<file path="config.mk">
export PLATFORM = sky130hd
export DESIGN_NAME = truthtable_scanner
export DESIGN_NICKNAME = d
export VERILOG_FILES = /design/src/rtl/truthtable_scanner.sv
export SDC_FILE = /design/constraint.sdc
export NUM_CORES = 1
export LEC_CHECK = 0
export CAP_MARGIN = 10
export CORE_AREA = 8 8 60 62
export DETAILED_ROUTE_END_ITERATION = 10
export DIE_AREA = 0 0 68 70
export PLACE_DENSITY = 0.75
export RECOVER_POWER = 50
export SYNTH_ARGS = -nofsm -noshare
export SYNTH_HDL_FRONTEND = slang
export SYNTH_SLANG_ARGS = --single-unit
</file>
<file path="constraint.sdc">
create_clock -name clk -period 2.4 [get_ports clk]
set_input_delay 0.6 -clock clk [delete_from_list [all_inputs] [get_ports clk]]
set_output_delay 0.6 -clock clk [all_outputs]
set_load 0.005 [all_outputs]
</file>
<file path="src/rtl/truthtable_scanner.sv">
// Exhaustive scan harness for a 3-input/1-output truthtable stage.
// Walks {x3,x2,x1} through 0..7, captures f into an 8-bit table and compares it against EXPECTED.
module truthtable_scanner #(
    parameter int         SETTLE_CYCLES = 1,
    parameter logic [7:0] EXPECTED      = 8'h4B
) (
    input  logic       clk,
    input  logic       rst_n,
    input  logic       start,
    output logic       busy,
    output logic       x3,
    output logic       x2,
    output logic       x1,
    input  logic       f,
    output logic       done,
    output logic       result_valid,
    output logic [7:0] table_out,
    output logic [7:0] mismatch_mask,
    output logic       match
);

    localparam logic [3:0] SETTLE_MAX = 4'(SETTLE_CYCLES);

    typedef enum logic [1:0] {
        IDLE   = 2'd0,
        SCAN   = 2'd1,
        FINISH = 2'd2
    } state_t;

    state_t     state;
    state_t     next_state;
    logic [2:0] idx;
    logic [3:0] settle_cnt;
    logic       accept;
    logic       sample;

    always_ff @(posedge clk or negedge rst_n) begin
        if (!rst_n) begin
            state <= IDLE;
        end else begin
            state <= next_state;
        end
    end

    always_comb begin
        next_state = state;
        accept     = 1'b0;
        sample     = 1'b0;
        case (state)
            IDLE: begin
                if (start) begin
                    accept     = 1'b1;
                    next_state = SCAN;
                end
            end
            SCAN: begin
                if (settle_cnt >= SETTLE_MAX) begin
                    sample = 1'b1;
                    if (idx == 3'd7) begin
                        next_state = FINISH;
                    end
                end
            end
            FINISH: begin
                next_state = IDLE;
            end
            default: begin
                next_state = IDLE;
            end
        endcase
    end

    // x is driven straight from the registered index, so it never changes inside a window.
    assign {x3, x2, x1} = idx;
    assign busy         = (state == SCAN);

    always_ff @(posedge clk or negedge rst_n) begin
        if (!rst_n) begin
            idx           <= 3'd0;
            settle_cnt    <= 4'd0;
            done          <= 1'b0;
            result_valid  <= 1'b0;
            table_out     <= 8'd0;
            mismatch_mask <= 8'd0;
            match         <= 1'b0;
        end else begin
            done <= 1'b0;
            if (accept) begin
                idx           <= 3'd0;
                settle_cnt    <= 4'd0;
                result_valid  <= 1'b0;
                table_out     <= 8'd0;
                mismatch_mask <= 8'd0;
                match         <= 1'b0;
            end else if (state == SCAN) begin
                if (sample) begin
                    // idx wraps 7 -> 0 on the last sample, returning x to 000 for FINISH/IDLE.
                    table_out[idx] <= f;
                    settle_cnt     <= 4'd0;
                    idx            <= idx + 3'd1;
                end else begin
                    settle_cnt <= settle_cnt + 4'd1;
                end
            end else if (state == FINISH) begin
                done          <= 1'b1;
                result_valid  <= 1'b1;
                mismatch_mask <= table_out ^ EXPECTED;
                match         <= (table_out == EXPECTED);
            end
        end
    end

endmodule

</file>
==> results of run 1 <==
logic make-up (layout without fill, tap and decap cells):
logic type,after synthesis,after routing,synth area share [%]
compound gates,21,21,12.17
fa+ha+maj,5,5,4.946
buf+inv,10,39,3.263
flops,28,28,55.39
mux,9,9,7.122
simple gates,39,39,17.11
Yosys cell counts:
master,number
sky130_fd_sc_hd__nand4_1,6
sky130_fd_sc_hd__dfrtp_1,28
sky130_fd_sc_hd__and3_1,1
sky130_fd_sc_hd__nor4b_1,1
sky130_fd_sc_hd__nor2b_1,3
sky130_fd_sc_hd__o22ai_1,1
sky130_fd_sc_hd__inv_1,6
sky130_fd_sc_hd__o21ba_2,1
sky130_fd_sc_hd__o21ai_0,7
sky130_fd_sc_hd__nor4b_2,1
sky130_fd_sc_hd__a32o_1,2
sky130_fd_sc_hd__mux2i_1,9
sky130_fd_sc_hd__a22o_1,6
sky130_fd_sc_hd__ha_1,5
sky130_fd_sc_hd__buf_2,3
sky130_fd_sc_hd__nor2_1,2
sky130_fd_sc_hd__a31oi_1,1
sky130_fd_sc_hd__or3b_1,1
sky130_fd_sc_hd__and2_1,1
sky130_fd_sc_hd__and4b_1,1
sky130_fd_sc_hd__nand3_1,2
sky130_fd_sc_hd__nor3_1,1
sky130_fd_sc_hd__nand2_1,16
sky130_fd_sc_hd__nor4_1,2
sky130_fd_sc_hd__o21ai_2,1
sky130_fd_sc_hd__or4b_1,1
sky130_fd_sc_hd__clkbuf_1,1
sky130_fd_sc_hd__o21bai_1,2
cells in the final DEF (no fill, tap or decap), drive strengths merged, types with 3 or more instances in the layout:
cell type	n
dfrtp	28
clkdlybuf4s50	24
nand2	16
mux2i	9
o21ai	8
inv	6
nand4	6
a22o	6
clkbuf	6
ha	5
nor2b	3
flip-flops by register name, summed over array words and instances, names as in the netlist:
name           flops
done               1
table_out          8
settle_cnt         4
mismatch_mask      8
idx                3
match              1
result_valid       1
state              2
worst register-to-register path: cells and delay by family (launching register included):
family / cells / cell delay [ns]
flip-flops: 1 / 0.43
AND/OR/NAND/NOR: 2 / 0.87
adder cells (fa/ha/maj): 1 / 0.17
buffers and inverters: 1 / 0.10
multiplexers: 1 / 0.22
stage by stage:
step	instances	hold slack [ns]
global route	172	0.5312
floorplan	112	0.3044
detailed placement	168	0.4729
finish	172	0.5029
global placement	168	0.4614
CTS	172	0.5048
final cells by class:
| type | instances | area (µm²) |
|---|---|---|
| tap | 31 | 38.79 |
| multi-input combinational | 74 | 523.0 |
| sequential | 28 | 700.7 |
| timing repair buffer | 29 | 275.3 |
| clock buffer | 4 | 36.28 |
| inverter | 6 | 22.52 |
| fill | 241 | 1066 |
layer usage:
layer,GRT usage (%),vias to the layer above
met2,19.52,27
met5,0,-
met1,15.07,476
met4,5.239,0
li1,-,469
met3,3.828,4
power by group:
group	internal, W	switching (W)	total, W	leakage (nW)
registers	0.000620	0.000161	0.000781	0.368
clock network	0.0000927	0.000133	0.000226	0.0210
logic	0.000472	0.000418	0.000890	0.380
final timing paths:
kind                       slack (ns)                    startpoint                      endpoint
hold / removal                   0.50  mismatch_mask[6]$_DFFE_PN0P_  mismatch_mask[6]$_DFFE_PN0P_
max in group asynchronous        0.41                         rst_n  mismatch_mask[2]$_DFFE_PN0P_
setup / recovery                 0.21          state[0]$_DFFE_PN0P_                          busy
hold reg to reg                  0.50  mismatch_mask[6]$_DFFE_PN0P_  mismatch_mask[6]$_DFFE_PN0P_
min in group asynchronous        1.13                         rst_n  mismatch_mask[7]$_DFFE_PN0P_
setup reg to reg                 0.55     settle_cnt[0]$_DFFE_PN0N_      table_out[1]$_DFFE_PN0P_
==> results.md, run 1 <==
STA:
- In this run the tightest slew margin relative to its limit is 1.945%.
- The number of slew-limit violations in the final report is 0.
- The maximum achievable frequency is 455.8 MHz.
- The number of hold-slack violations in the final timing report is 0.
- The number of setup violations in the final report is 0.
- Setup repair after global routing left no endpoint under its margin.
- The final critical path takes up 91.41% of the cycle.
- The measured slew at the worst slew-check pin is 1.471 ns.
- The largest clock skew in the final design is 0.007664 ns.
- Summed over all failing endpoints, the final setup total negative slack is 0 ns.
- After layout, the worst setup slack is 0.2061 ns.
- The final critical path time including I/O delays and setup is 2.194 ns.

Power and ir drop:
- The total leakage power is 0.7693 nW.
- Power spread over the standard cell area amounts to 1188 mW/mm².
- The largest vdd supply drop is 0.7522 mV.
- The design draws 0.001897 W.

Hold path:
- Counting instances, the worst hold path has a depth of 2.
- The class of the most critical hold timing path is flip-flop to flip-flop.

Synth:
- The Yosys step of the flow raised 0 warnings.
- Of the post-synthesis cell area, the dominant cell type holds 55.39%.
- The number of nets handed over by synthesis was 121.
- The proportion of synthesized chip area in sequential cells is 55.39%.
- The library cell occupying the most area in the post-synthesis netlist is sky130_fd_sc_hd__dfrtp_1.
- After synthesis the cells add up to 0.001265 mm².
- After synthesis the netlist holds a flip-flop and latch count of 28.
- The synthesized netlist cell count is 112.
- The synthesized netlist contains 28 unique library cells.
- The mean post-synth cell area is 11.29 µm².
- In the post-synthesis netlist, the biggest area contributors are sky130_fd_sc_hd__dfrtp_1 (55%), sky130_fd_sc_hd__mux2i_1 (7.1%), sky130_fd_sc_hd__ha_1 (4.9%), sky130_fd_sc_hd__nand2_1 (4.7%), sky130_fd_sc_hd__a22o_1 (4.2%).

Finish:
- The finished cells cover 0.001597 mm².
- Compared with the post-synthesis result, the final layout area differs by 26.21%.
- Cells with a size suffix above 1 make up 5.674% of the layout.
- 0 antenna diodes ended up in the layout.
- The post-layout utilization of the core is 59.96%.
- For this run, the post-layout net count is 151.

Clocking:
- The H-tree depth is 1.
- TritonCTS created 3 clock buffers.
- The number of buffers added to fix hold violations after cts is 0.
- Gates resized during post-CTS repair numbered 0.
- The clock input transition at the sequential cells of the worst setup and hold paths is 0.15 ns.
- The TritonCTS clock tree is yes.
- In this run the clock root is driven by a sky130_fd_sc_hd__clkbuf_4.
- Counting every sink on the clock net gives 28.
- Clock latency on the worst-skew pair, taken at its later pin, is 0.32 ns.
- The longest clock path from root to sink contains 2 buffers.
- Buffers added to address setup during post-CTS repair amount to 0.

Global routing:
- The global-route usage over all layers is 12.42%.
- The initial antenna violation count was 0.
- The global-route wire length before repair is 4705 µm.
- Entering global routing, the biggest net connects 29 pins.
- For this run the aggregate overflow at the end of global routing stands at 0.
- The via count of the first global-routing pass was 1010.

Detailed routing:
- For this block, the routed nets add up to 2846 µm of wire.
- The detailed router used layers up to and including met4.
- The met2 routed wirelength is 1274 µm.
- Before antenna repair, the detailed router went through 4 iterations.
- The routed layout has 976 vias.
- For this run, design rule violations remaining after detail routing come to 0.
- Dividing the detail-routed wire length by the instance count gives 16.55 µm.
- The detailed router finished its first iteration with 36 violations.
- For this block, wires on met1 add up to 1287 µm.
- The routed design uses 255 µm of met3 wire.
- The routed via count divided by cell count is 5.674.
- The detail route stage leaves a number of antenna-violating nets equal to 0.

Place:
- During placement, the flow inserted port buffers numbering 26.
- The placed cell area is 0.001568 mm².
- Routability-driven placement finished with a final weighted congestion of 0.8322.
- OpenSTA, run right after detailed placement, puts the worst setup slack at 0.2407 ns.
- Once detailed placement completed, the half-perimeter wirelength came to 2172 µm.

Critical path:
- The critical path depth is 2.
- The buffer and inverter count on the worst path is 1.
- The data arrival time of the worst path is 1.59 ns.
- For this run, the slowest stage of the critical path takes 0.54 ns.
- STA puts the critical path data required time at 1.80 ns.
- In this design, the largest share of critical-path delay is due to buffers and inverters.
- The critical path is of the flip-flop to primary output type.
- The worst register-to-register path has a depth of 5.
- The endpoint kind of the worst setup timing path is a primary output.
- The critical path goes through nor2b_1, clkdlybuf4s50_1.
- STA classifies the critical path startpoint as a flip-flop.
- The top fanout value on the critical path is 8.
- The slowest cell on the critical path is sky130_fd_sc_hd__clkdlybuf4s50_1.

Floorplanning:
- The total area inside the core boundary comes to 0.002663 mm².
- From bottom edge to top edge, the die measures 70 µm.
- The effective utilization at floorplan is 47.51%.
- The floorplan has 19 rows.
- Measured along the x axis, the die boundary spans 68 µm.
- For this design the top-level I/O count stands at 27.
- The floorplan die area is 0.004760 mm².

Status:
- The run finished with clean final reports.

Flow run:
- Across the run, the number of max-cap violations was 0.
No activity file was read; power rests on OpenSTA's default activity.
==> run 2: changes to the inputs <==
Settings changed: GPL_TIMING_DRIVEN set to 0.
==> results.md, run 2 (synthesis gave the netlist of run 1 again) <==
STA:
- The largest clock skew in the final design is 0.002593 ns.
- The number of slew-limit violations in the final report is 0.
- The worst path uses 94.21% of the clock period.
- Setup violations remaining at the end of the flow were counted as 0.
- The number of hold-slack violations in the final timing report is 0.
- The maximum achievable frequency is 442.3 MHz.
- Setup total negative slack on the finished layout was measured at 0 ns.
- The worst slew slack as a fraction of its limit is 0.7525%.
- For the finished layout, the period the worst path requires is 2.261 ns.
- Setup repair after global routing left no endpoint under its margin.
- For the pin with the worst max-slew slack, the measured transition is 1.489 ns.

Detailed routing:
- The initial DRC count is 32.
- The routed design has 2666 µm of wire.
- In the routed layout, each cell is associated on average with a via count of 5.526.
- The wire length per cell after detailed routing is 15.41 µm.
- The detailed-route via count is 956.
- The count of nets left with antenna violations once routing finished came out at 0.
- The iteration count of the initial detailed-routing pass is 4.
- For this run, design rule violations remaining after detail routing come to 0.

Global routing:
- After global routing the overflow that remains totals 0.
- The first global-routing pass estimated 4340 µm of wire.
- met2 is the most crowded layer.
- The via count of the first global-routing pass was 937.
- The global routing met3 resource utilization is 3.349%.
- For met1 alone, demand over resource in global routing was 14.23%.
- Global routing consumed, on the met2 layer, 17.64% of the routing resources.
- Global routing used 11.23% of the available tracks across all layers.
- The initial antenna violation count is 0.
- The largest net degree at the start of global routing is 29.

Clocking:
- The worst-skew pair later-pin latency is 0.32 ns.
- The master cell of the clock root buffer is sky130_fd_sc_hd__clkbuf_4.
- The TritonCTS clock tree is yes.
- Gates resized during post-CTS repair numbered 1.
- The number of buffers added to fix hold violations after cts is 0.
- Buffers added to address setup during post-CTS repair amount to 0.
- The clock passes through at most 2 buffers.
- The number of sinks handled by clock tree synthesis is 28.
- The clock input transition at the sequential cells of the worst setup and hold paths is 0.14 ns.
- The TritonCTS buffer count is 3.
- The H-tree depth is 1.

Floorplanning:
- Row generation in the floorplan step produced 19 rows.
- The die span in x is 68 µm.
- After floorplanning, the core was sized to cover 0.002663 mm².
- Once the floorplan was initialized, standard cells occupied 47.51% of the core.
- The height of the die is 70 µm.
- The top-level I/O count is 27.
- The floorplan die area is 0.004760 mm².

Place:
- Input and output buffers added on the ports amount to 26.
- The routability-driven placement congestion ratio is 0.7989.
- The HPWL reported at the end of detailed placement is 1997 µm.
- The placed cell area is 0.001564 mm².

Hold path:
- In this run the most critical hold path is launched from mismatch_mask[0]$_DFFE_PN0P_.
- The tightest min-delay check is of the flip-flop to flip-flop type.

Finish:
- The number of nets in the finished design is 152.
- The layout-stage area growth over the synthesis result is 25.62%.
- 0 antenna diodes ended up in the layout.
- The most frequent standard cell in the layout excluding fill and tap cells is sky130_fd_sc_hd__dfrtp_1.
- The largest registers in the layout are mismatch_mask (8), table_out (8), settle_cnt (4).
- Measured on the finished design, the core utilization comes to 59.68%.
- The share of post-route cells with drive strength above 1 is 6.338%.
- The library cells used most frequently in the layout, excluding fill and tap cells, are sky130_fd_sc_hd__dfrtp_1 (28), sky130_fd_sc_hd__clkdlybuf4s50_1 (24), sky130_fd_sc_hd__nand2_1 (16).
- After routing the design area is 0.001589 mm².

Status:
- The checks that failed: capacitance limit.
- The run finished, with violations left.

Power and ir drop:
- The power per unit of standard cell area is 1177 mW/mm².
- The net switching power figure is 0.0006912 W.
- The clock network burns 12.0% of the power.
- IR analysis of the VDD net gives a maximum drop of 0.6700 mV.
- The design internal power is 0.001179 W.
- The analysis attributes to cell leakage a power of 0.7664 nW.
- Of the total power, combinational logic draws 46.7%.
- The fraction of power spent switching nets is 36.95%.
- The sequential share of power is 41.3%.

Critical path:
- The startpoint of the most critical register-to-register path is settle_cnt[0]$_DFFE_PN0N_.
- The buffer and inverter count on the worst path is 2.
- The setup check on the worst reg-to-reg path leaves a slack of 0.40 ns.
- The top fanout value on the critical path is 8.
- STA classifies the critical path startpoint as a flip-flop.
- On the worst path, the slowest cell contributes a delay of 0.54 ns.
- Data on the critical path is required at its endpoint by 1.80 ns.
- The slowest cell on the critical path is sky130_fd_sc_hd__clkdlybuf4s50_1.
- The endpoint kind of the worst setup timing path is a primary output.
- The kind of critical path is flip-flop to primary output.
- In this design, the largest share of critical-path delay is due to buffers and inverters.
- In this run the worst setup path begins at state[1]$_DFFE_PN0P_.
- The data arrival time of the worst path is 1.66 ns.
- Traced cell by cell, the critical path runs through clkbuf_1, nor2b_2, clkdlybuf4s50_1.

Flow run:
- The number of violations of the max-capacitance limit is 1.
## run 2: metrics by stage
step,hold WS [ns],instances,setup slack [ns],total power [W]
5_1_grt,0.5270,173,0.01603,0.002026
2_1_floorplan,0.3044,112,0.8373,0.001255
6_report,0.4980,173,0.1388,0.001870
3_5_place_dp,0.4710,169,0.2555,0.001675
4_1_cts,0.5043,173,0.1080,0.001908
3_3_place_gp,0.4614,169,0.2988,0.001634
## run 2: worst reg2reg max path, delay by kind of cell (launching register included)
kind / cells / cell delay, ns
adders and majority gates: 1 / 0.17
and+or+nand+nor: 2 / 0.93
DFF: 1 / 0.43
AOI/OAI and AO/OA: 1 / 0.27
buffers and inverters: 1 / 0.10
## run 2: layer usage
metal / part of all wire, % / up-vias / wire, µm
li1: - / 469 / -
met1: 46 / 456 / 1216
met2: 44 / 27 / 1175
met3: 9.3 / 4 / 248
met4: 0.94 / 0 / 25
met5: 0 / - / 0
## run 2: area by class of cell
cell class                      count  area [µm²]
Fill cell                         244        1074
Multi-Input combinational cell     74       519.2
Buffer                              4       17.52
Clock buffer                        4       36.28
Sequential cell                    28       700.7
Timing Repair Buffer               26       254.0
Inverter                            6       22.52
Tap cell                           31       38.79
## run 2: power by group through the flow
stage,Combinational [W],Clock [W],Sequential (W)
after floorplan,0.000493,0,0.000763
after global placement,0.000860,0,0.000774
after detailed placement,0.000893,0,0.000782
after CTS,0.000902,0.000232,0.000773
after global routing,0.000979,0.000250,0.000797
final,0.000874,0.000224,0.000773
## run 2: final timing paths
path | cells past startpoint | end
hold reg to reg | 2 | mismatch_mask[0]$_DFFE_PN0P_
hold / removal | 2 | mismatch_mask[0]$_DFFE_PN0P_
min in group asynchronous | 1 | mismatch_mask[3]$_DFFE_PN0P_
setup reg to reg | 5 | idx[2]$_DFFE_PN0P_
setup / recovery | 3 | busy
max in group asynchronous | 1 | mismatch_mask[6]$_DFFE_PN0P_
==> run 3: changes to the inputs <==
Settings changed: SLEW_MARGIN set to 15.
==> results.md, run 3 (synthesis gave the netlist of run 1 again) <==
STA:
- After layout, the minimum clock period comes to 2.268 ns.
- The number of hold-slack violations in the final timing report is 0.
- Setup violations remaining at the end of the flow were counted as 0.
- The setup TNS is 0 ns.
- Based on the critical path, the design can be clocked at up to 440.9 MHz.
- Setup repair after global routing left no endpoint under its margin.
- Between clock sinks in the finished design, the worst skew comes to 0.006702 ns.
- The final cycle utilization of the critical path is 94.51%.
- The number of slew-limit violations in the final report came to 29.
- For the pin with the worst max-slew slack, the measured transition is 1.515 ns.
- The worst pin sits at a relative slew slack of -1.032%.
- The worst path setup slack after routing is 0.1317 ns.

Floorplanning:
- In this run the vertical extent of the chip is 70 µm.
- In this run the count of I/O pins placed on the die edge is 27.
- After floorplanning, the core was divided into 19 placement rows.
- The die covers 0.004760 mm².
- The die span in x is 68 µm.
- The core region is 0.002663 mm².
- The effective utilization at floorplan is 47.51%.

Place:
- In this run, placement finished with an instance count of 169.
- The count of port buffers added during placement is 26.
- The pre-CTS setup slack is 0.2596 ns.
- The HPWL reported at the end of detailed placement is 2005 µm.
- Routability-driven placement finished with a final weighted congestion of 0.7989.

Detailed routing:
- For this block, the initial DRC count from the detailed router was 29.
- The DRC violations left is 0.
- Before antenna repair, the detailed router went through 4 iterations.
- The total length of routed wires is 2752 µm.
- After detailed routing, the average wire length per cell comes to 15.91 µm.
- Detailed routing inserted a total of 963 vias.
- The routed via count divided by cell count is 5.566.
- The count of nets left with antenna violations once routing finished came out at 0.

Clocking:
- Post-CTS timing repair inserted 0 buffers for setup.
- In this run the deepest clock path goes through 2 buffers.
- After clock tree synthesis, the clock-pin slew on the worst setup and hold paths is 0.15 ns.
- The worst-skew pair later-pin latency is 0.33 ns.
- The number of clock buffers added by TritonCTS is 3.
- The master cell of the clock root buffer is sky130_fd_sc_hd__clkbuf_4.
- The TritonCTS clock tree is yes.
- In this run the number of H-tree levels came out at 1.
- The number of sinks handled by clock tree synthesis is 28.

Global routing:
- The largest net degree at the start of global routing is 29.
- Across every metal layer, demand over resource in global routing totals 12.03%.
- The initial antenna violation count is 0.
- Global routing finished with a remaining overflow of 0.
- The first global-routing pass estimated 4574 µm of wire.
- The via count of the first global-routing pass is 965.

Finish:
- The non-filler instance count after layout is 173.
- The number of filler cells placed in the layout is 242.
- 0 antenna diodes ended up in the layout.
- In the layout the commonest cells are sky130_fd_sc_hd__dfrtp_1 (28), sky130_fd_sc_hd__clkdlybuf4s50_1 (24), sky130_fd_sc_hd__nand2_1 (16).
- Relative to the synthesized area, the layout overhead comes to 26.90%.
- Leaving out fill and tap cells, the most frequent cell in the layout is sky130_fd_sc_hd__dfrtp_1.
- The post-route netlist has 6.338% of its cells at a drive strength greater than 1.
- The largest registers in the layout are mismatch_mask (8), table_out (8), settle_cnt (4).
- The number of nets in the finished design is 152.

Power and ir drop:
- In this run the power density over the cells is 1223 mW/mm².
- The total leakage power is 0.7734 nW.
- IR analysis of the VDD net gives a maximum drop of 0.7255 mV.

Critical path:
- The slowest stage of the critical path is the sky130_fd_sc_hd__clkdlybuf4s50_1 cell.
- For this run, the slowest stage of the critical path takes 0.54 ns.
- The signal on the critical path passes through clkbuf_1, nor2b_2, clkdlybuf4s50_1.
- The critical path startpoint category is a flip-flop.
- At the worst endpoint, the required time is 1.80 ns.
- Along the worst path, the maximum fanout reaches 8.
- The endpoint kind of the worst setup timing path is a primary output.
- By startpoint and endpoint, the worst setup path is classified as flip-flop to primary output.
- The data arrival time of the worst path is 1.67 ns.

Flow run:
- The number of violations of the max-capacitance limit is 1.

Hold path:
- The min-delay analysis places its worst path in the category flip-flop to flip-flop.

Status:
- The flow ran to the end, but the final reports show violations.
- The checks that failed: capacitance limit, slew limit.
[run 3: final timing paths]
check                                             startpoint  slack, ns  cells past startpoint                            to
worst min-delay path            mismatch_mask[6]$_DFFE_PN0P_       0.50                      2  mismatch_mask[6]$_DFFE_PN0P_
worst max register to register     settle_cnt[0]$_DFFE_PN0N_       0.33                      5            idx[2]$_DFFE_PN0P_
min in group asynchronous                              rst_n       0.61                      1      table_out[5]$_DFFE_PN0P_
max in group asynchronous                              rst_n       0.92                      1            idx[2]$_DFFE_PN0P_
worst min register to register  mismatch_mask[6]$_DFFE_PN0P_       0.50                      2  mismatch_mask[6]$_DFFE_PN0P_
worst max-delay path                    state[1]$_DFFE_PN0P_       0.13                      3                          busy
[run 3: layer usage]
layer	vias to the layer above	track usage, %	part of all wire [%]
li1	469	-	-
met5	-	0	0
met4	0	3.417	0.55
met2	29	19.31	46
met1	463	15.22	44
met3	2	3.190	9.3
[run 3: timing repair]
| action | CTS | global route |
|---|---|---|
| resized for setup | 0 | 1 |
| setup endpoints to repair | 0 | 1 |
| hold buffers | 0 | 0 |
[run 3: final cells by class]
cell class | instances | area [µm²] | area share [%]
Clock buffer | 3 | 22.52 | 1.403
Tap cell | 31 | 38.79 | 2.416
Buffer | 4 | 17.52 | 1.091
Clock inverter | 1 | 30.03 | 1.871
Sequential cell | 28 | 700.7 | 43.65
Multi-Input combinational cell | 74 | 519.2 | 32.35
Timing Repair Buffer | 26 | 254.0 | 15.82
Inverter | 6 | 22.52 | 1.403
[run 3: report_power, final]
part / internal [W] / switching, W / total (W)
clock network: 0.000169 / 0.000143 / 0.000311
registers: 0.000620 / 0.000152 / 0.000773
logic: 0.000467 / 0.000414 / 0.000880
[run 3: worst max-delay path: cells and delay by family (launching register included)]
family	cells	cell delay, ns
AND/OR/NAND/NOR	1	0.24
flip-flops	1	0.39
buffers and inverters	2	0.71
[run 3: metrics by stage]
stage                     util (%)  instance area, µm²  total power, W  hold slack, ns
after floorplan                  -                1265        0.001255          0.3044
after global placement       58.74                1564        0.001634          0.4614
after detailed placement     58.55                1559        0.001673          0.4707
after CTS                    60.53                1612        0.001991          0.2821
after global routing         60.29                1605        0.002127          0.5267
final                        60.29                1605        0.001964          0.4977
